## src/rtl/flp_imult.sv

```systemverilog
// Pipelined unsigned WIDTH x WIDTH multiplier: partial products, 3:2 CSA tree, final carry-propagate add.
// Optional input register stage when FLP_IMULT_INREG_EN is defined (latency 3 instead of 2).
module flp_imult #(
    parameter int WIDTH = 32
) (
    input  logic                 clk,
    input  logic                 nrst,
    input  logic                 i_vld,
    input  logic [WIDTH-1:0]     i_mlpr,
    input  logic [WIDTH-1:0]     i_mlpd,
    output logic                 o_vld,
    output logic [2*WIDTH-1:0]   o_prod
);

    localparam int PW = 2 * WIDTH;

    // Number of 3:2 reduction levels needed to bring WIDTH rows down to two.
    function automatic int calc_levels(input int w);
        int n;
        int l;
        n = w;
        l = 0;
        while (n > 2) begin
            n = 2 * (n / 3) + (n % 3);
            l = l + 1;
        end
        return l;
    endfunction

    localparam int LEVELS = calc_levels(WIDTH);

    logic [WIDTH-1:0] mlpr_s;
    logic [WIDTH-1:0] mlpd_s;
    logic             vld_s;

`ifdef FLP_IMULT_INREG_EN
    always_ff @(posedge clk or negedge nrst) begin
        if (!nrst) begin
            mlpr_s <= '0;
            mlpd_s <= '0;
            vld_s  <= 1'b0;
        end else begin
            mlpr_s <= i_mlpr;
            mlpd_s <= i_mlpd;
            vld_s  <= i_vld;
        end
    end
`else
    always_comb begin
        mlpr_s = i_mlpr;
        mlpd_s = i_mlpd;
        vld_s  = i_vld;
    end
`endif

    logic [PW-1:0] tree [0:LEVELS][0:WIDTH-1];
    logic [PW-1:0] csa_sum;
    logic [PW-1:0] csa_carry;

    // Each level groups rows in threes; leftover rows (n mod 3) pass straight through.
    always_comb begin
        int n;
        for (int l = 0; l <= LEVELS; l++) begin
            for (int k = 0; k < WIDTH; k++) begin
                tree[l][k] = '0;
            end
        end
        for (int k = 0; k < WIDTH; k++) begin
            tree[0][k] = {{WIDTH{1'b0}}, mlpd_s & {WIDTH{mlpr_s[k]}}} << k;
        end
        n = WIDTH;
        for (int l = 0; l < LEVELS; l++) begin
            for (int g = 0; g < WIDTH / 3; g++) begin
                if (g < n / 3) begin
                    tree[l+1][2*g]   = tree[l][3*g] ^ tree[l][3*g+1] ^ tree[l][3*g+2];
                    tree[l+1][2*g+1] = ((tree[l][3*g] & tree[l][3*g+1]) |
                                        (tree[l][3*g] & tree[l][3*g+2]) |
                                        (tree[l][3*g+1] & tree[l][3*g+2])) << 1;
                end
            end
            for (int r = 0; r < 2; r++) begin
                if (r < n % 3) begin
                    tree[l+1][2*(n/3)+r] = tree[l][3*(n/3)+r];
                end
            end
            n = 2 * (n / 3) + (n % 3);
        end
        csa_sum   = tree[LEVELS][0];
        csa_carry = tree[LEVELS][1];
    end

    logic [PW-1:0] sum_q;
    logic [PW-1:0] carry_q;
    logic          vld_a;

    always_ff @(posedge clk or negedge nrst) begin
        if (!nrst) begin
            sum_q   <= '0;
            carry_q <= '0;
            vld_a   <= 1'b0;
        end else begin
            sum_q   <= csa_sum;
            carry_q <= csa_carry;
            vld_a   <= vld_s;
        end
    end

    // Any carry beyond PW bits is zero by construction, so the PW-bit add is exact.
    always_ff @(posedge clk or negedge nrst) begin
        if (!nrst) begin
            o_prod <= '0;
            o_vld  <= 1'b0;
        end else begin
            o_prod <= sum_q + carry_q;
            o_vld  <= vld_a;
        end
    end

endmodule

```

## config.mk

```make
export PLATFORM = sky130hd
export DESIGN_NAME = flp_imult
export DESIGN_NICKNAME = d
export VERILOG_FILES = /design/src/rtl/flp_imult.sv
export SDC_FILE = /design/constraint.sdc
export NUM_CORES = 2
export LEC_CHECK = 0
export ABC_AREA = 1
export CAP_MARGIN = 25
export CORE_UTILIZATION = 60
export CTS_CLUSTER_SIZE = 24
export DETAILED_ROUTE_END_ITERATION = 6
export PLACE_DENSITY = 0.8
export RECOVER_POWER = 50
export REMOVE_ABC_BUFFERS = 1
export SLEW_MARGIN = 10
export SYNTH_ARGS = -nofsm -noshare
export SYNTH_HDL_FRONTEND = slang
export SYNTH_SLANG_ARGS = --single-unit
export TNS_END_PERCENT = 10
```

## constraint.sdc

```tcl
create_clock -name clk -period 3.2 [get_ports clk]
set_input_delay 0.96 -clock clk [delete_from_list [all_inputs] [get_ports clk]]
set_output_delay 0.96 -clock clk [all_outputs]
set_load 0.03 [all_outputs]
```

-- Yosys cells after proc, flatten, opt, wreduce, memory -nomap -nowiden
Index checks and enable logic that the tools add are counted.
- register bits: 193
- output and inout bits: 65
- add/sub/neg operators: 1
- bitwise operators: 242
- operator list (cell ; count):
    bitwise AND 32 bit ; 32
    bitwise AND 63 bit ; 16
    OR 63 bit ; 15
    bitwise XOR 64 bit ; 10
    OR 55 bit ; 3
    bitwise AND 62 x 63 -> 63 bit ; 2
    bitwise AND 61 x 62 -> 62 bit ; 2
    OR 62 bit ; 2
    bitwise AND 60 x 61 -> 61 bit ; 2
    bitwise AND 59 x 60 -> 60 bit ; 2
    bitwise XOR 59 x 60 -> 60 bit ; 2
    bitwise AND 56 x 59 -> 59 bit ; 2
    bitwise AND 56 x 58 -> 58 bit ; 2
    bitwise AND 53 x 55 -> 55 bit ; 2
    bitwise AND 50 x 51 -> 51 bit ; 2
    bitwise XOR 50 x 51 -> 51 bit ; 2
    bitwise AND 47 x 49 -> 49 bit ; 2
    bitwise AND 42 x 47 -> 47 bit ; 2
    OR 47 bit ; 2
    bitwise AND 44 x 46 -> 46 bit ; 2
    OR 46 bit ; 2
    bitwise AND 41 x 42 -> 42 bit ; 2
    bitwise XOR 41 x 42 -> 42 bit ; 2
    bitwise AND 38 x 41 -> 41 bit ; 2
    other kinds (125) ; 129

-- Logic depth before layout (Yosys ltp)
- depth in word-level cells: 25
- mapped depth: 17
- depth with buffers taken out: 16

-- Worst setup path before layout
No wires, ideal clock.
- path kind: input to register
- start: in i_mlpr[29]
- end: reg sum_q[43]
- setup time: 135 ps
- arrival: 5522 ps
- required time: 3065 ps
- path slack: -2457 ps
- stages on the path: 17
- cells stage by stage: clkbuf_1 nand2_1 fa_1 inv_1 fa_1 inv_1 fa_1 inv_1 fa_1 inv_1 fa_1 inv_1 fa_1 inv_1 fa_1 inv_1 fa_1
- cells in the longest elaborated chain, start to end: 21
- ends and longest elaborated chain (what ; line ; text):
    start: declaration ; 9 ; input logic [WIDTH-1:0] i_mlpr,
    bitwise AND 32 bit * ; 69 ; tree[0][k] = {{WIDTH{1'b0}}, mlpd_s & {WIDTH{mlpr_s[k]}}} << k;
    bitwise AND 59 x 61 -> 61 bit ; 77 ; (tree[l][3*g] & tree[l][3*g+2]) |
    OR 60 x 61 -> 61 bit ; 76 ; tree[l+1][2*g+1] = ((tree[l][3*g] & tree[l][3*g+1]) |
    OR 61 bit ; 77 ;
    bitwise AND 61 x 62 -> 62 bit ; 76 ;
    OR 62 bit ; 76 ;
    OR 62 bit ; 77 ;
    bitwise XOR 62 x 63 -> 63 bit ; 75 ; tree[l+1][2*g] = tree[l][3*g] ^ tree[l][3*g+1] ^ tree[l][3*g+2];
    [6 not listed] ; n/a ;
    OR 63 bit ; 76 ;
    OR 63 bit ; 77 ;
    bitwise AND 63 bit ; 76 ;
    OR 63 bit ; 76 ;
    OR 63 bit ; 77 ;
    bitwise XOR 64 bit ; 75 ;
    bitwise XOR 64 bit * ; 75 ;
    named net csa_sum[43] ; 57 ; logic [PW-1:0] csa_sum;
    end signal: assignment ; 102 ; sum_q <= csa_sum;
    end: declaration ; 92 ; logic [PW-1:0] sum_q;
The timed path passes the listed nets; every way through them passes the cells marked *.

-- Worst setup path in the final report
- start: in i_mlpr[10]
- end: reg sum_q[35]
- cells in the longest elaborated chain, start to end: 23
- ends and longest elaborated chain (what ; line):
    bitwise AND 32 bit * ; 69
    bitwise AND 41 x 42 -> 42 bit ; 76
    OR 42 x 43 -> 43 bit ; 76
    OR 43 bit ; 77
    bitwise AND 43 x 44 -> 44 bit ; 76
    OR 44 x 46 -> 46 bit ; 76
    OR 46 bit ; 77
    bitwise AND 42 x 47 -> 47 bit ; 77
    [7 not listed] ; n/a
    bitwise AND 63 bit (on tied branches) ; 76, 77
    OR 63 bit ; 76
    OR 63 bit ; 77
    bitwise AND 63 bit ; 76
    OR 63 bit ; 76
    OR 63 bit ; 77
    bitwise XOR 64 bit * (2 in series) ; 75
    named net csa_sum[35] ; 57
Marks and branches as above.

==> results.ini <==
[final_layout]
syn2layout_area_growth_pct = 22.6
drive_above_1_share_pct = 18.2
final_common_cell = inv_1
design_area_um2 = 48700
finalNonFillerCells = 6207
layout_common_cells = inv_1, nand2_1, fa_1
utilization_pct = 75.0
fin_nets = 6524

[drt]
drt-wirelength-per-cell_um = 23.7
drc = 191
vias = 34800
wirelength_met1_um = 46900
ant_nets = 0
vias_per_cell = 5.60
highest_layer = met5
wl_met3_um = 22200
routed_wirelength_um = 147000
initialDrtViolationCount = 4269
routed-wl-met2_um = 63100
first_pass_iters = 7

[place]
placed_cells = 5981
place.gp.congestion = 0.969
dp_slack_ns = -3.07
post-dp-hpwl_um = 89700
place_area_um2 = 44100
numPortBuffers = 131

[timing]
fmax_mhz = 172
holdWs_ns = 0.353
fin_skew_ns = 0.0140
max_slew_margin_pct = 12.1
slew_violations = 0
setup-violations-final = 112
setup_tns_ns = -211.61
finalHoldViolations = 0
fin_crit_ns = 5.83
min_period_over_period_pct = 182
fin_ws_ns = -2.63
rsz0062_at_grt = true
max_slew.worst_pin.slew_ns = 1.32

[critical_path]
r2r_cells = 12
critPathMaxFanout = 6
r2r_end = o_prod[41]
cp.required_ns = 3.50
crit_type = primary input to flop
critPathArrivalTime_ns = 6.13
r2r-start = sum_q[9]
endpoint_kind = flop
cp-start-kind = primary input
r2r_slack_ns = 0.67

[logic_synthesis]
synthCells = 4950
yosysWarnings = 0
synth_area_leaders = fa_1, inv_1, nand2_1, dfrtp_1, ha_1
yosysUniqueCellTypes = 25
synth_seq_area_share_pct = 11.6
yosys.area.top_type_share_pct = 45.8
synth_area_um2 = 39700
post_synth.cell_area_avg_um2 = 8.02
synth_largest_area_cell = fa_1
yosys_register_bits = 184

[floorplanning]
dieArea_um2 = 67200
die_x_um = 259
pin_count = 132
initial_core_util_pct = 61.2
rows = 93
core_um2 = 64900
fp.dieH_um = 259

[clocking]
clock_sinks = 184
root_buffer = clkbuf_16
max-clock-path-buffers = 2
tritoncts = yes
clk_pin_slew_ns = 0.08
clkLatencyLatePin_ns = 0.45
cts.htree.levels = 4
cts_buffers = 17

[pwr]
vdd_drop_max_v = 0.00151
power.leakage_nw = 28.6
powerDensity_nw_per_um2 = 1100
power_mw = 53.3

[run_status]
outcome = finished, violations left
violations = DRC, setup timing

[min_path]
hold_depth = 0
hold_end = o_prod[6]
worstHoldStart = sum_q[6]
hold_class = flop to flop

[global_routing]
grt_usage_pct = 42.9
grt-ovfl-total = 0
grt_pass1_vias = 36800
grt_pass1_wl_um = 211000
grt_start_max_net_pins = 68
antenna_found_initial = 8

[flow_run]
cap_violations = 0

-- cell families (layout without fill, tap and decap cells) --
logic type                 Yosys count  in the layout  synth area share [%]
and+or+nand+nor                   1675           1675                  16.7
adders and majority gates         1122           1122                  52.5
other                                0              4                     0
AOI/OAI and AO/OA                   45             45                 0.611
DFF                                184            184                  11.6
buffers and inverters             1894           2292                  17.9
xor gates and xnor gates            30             30                 0.662
-- how the worst max path moves through the flow --
stage / startpoint / end / slack [ns]
2_1_floorplan: i_mlpr[29] / sum_q[43] / -2.14
3_3_place_gp: i_mlpr[29] / sum_q[43] / -3.01
3_5_place_dp: i_mlpr[29] / sum_q[43] / -3.07
4_1_cts: i_mlpd[25] / sum_q[37] / -2.14
5_1_grt: i_mlpd[6] / sum_q[31] / -2.64
6_report: i_mlpr[10] / sum_q[35] / -2.63
-- layer usage --
layer  GRT usage [%]  vias up
met2            65.0     2849
met4            29.4       15
li1                -    14200
met1            50.8    16700
met5               0        -
met3            16.0     1079
-- Yosys cell counts --
cell type	instances
nor3_2	2
o21bai_1	3
nand4_1	17
a21oi_1	34
o21ai_0	4
nor3_1	2
inv_1	1689
nor2_4	8
inv_2	13
nor3_4	1
nor2_2	21
dfrtp_1	184
and3_1	7
clkbuf_1	192
nor2_1	76
nand2_2	21
nand2_1	1457
ha_1	214
a21o_1	4
fa_1	908
and2_1	2
nand3_1	57
xor2_1	25
nand3_2	4
xnor2_1	5
-- worst max-delay path, stage by stage --
cell	delay [ns]
buf_2	0.22
bufbuf_16	0.34
nand2_1	0.33
fa_1	0.71
fa_2	0.47
fa_2	0.63
fa_2	0.44
fa_2	0.54
fa_2	0.44
fa_1	0.51
inv_1	0.06
fa_1	0.47
-- report_power, final --
part	total [mW]	internal (mW)	switching [mW]
sequential	4.90	4.41	0.491
clock	2.10	1.06	1.03
combinational	46.3	19.5	26.8
-- cell type report --
class	count	area (µm²)
antenna	4	10.0
clock buffer	18	439
clock inverter	14	150
fill	4155	16200
inverter	1702	6400
multi-input combinational	2872	28900
sequential	184	4600
tap	855	1070
timing repair buffer	558	7100
-- state kept, by name (all words and copies together), names as in the netlist --
signal	count
o_prod	64
o_vld	1
sum_q	63
vld_a	1
carry_q	55
-- repair_timing --
item                                    CTS  global route
gates resized for setup                 631           334
endpoints found under the setup margin  112           112
hold buffers                              0             0
buffers inserted                        114            39
pin swaps                               188           141
gates cloned                             39             3
No activity file was read; power rests on OpenSTA's default activity.
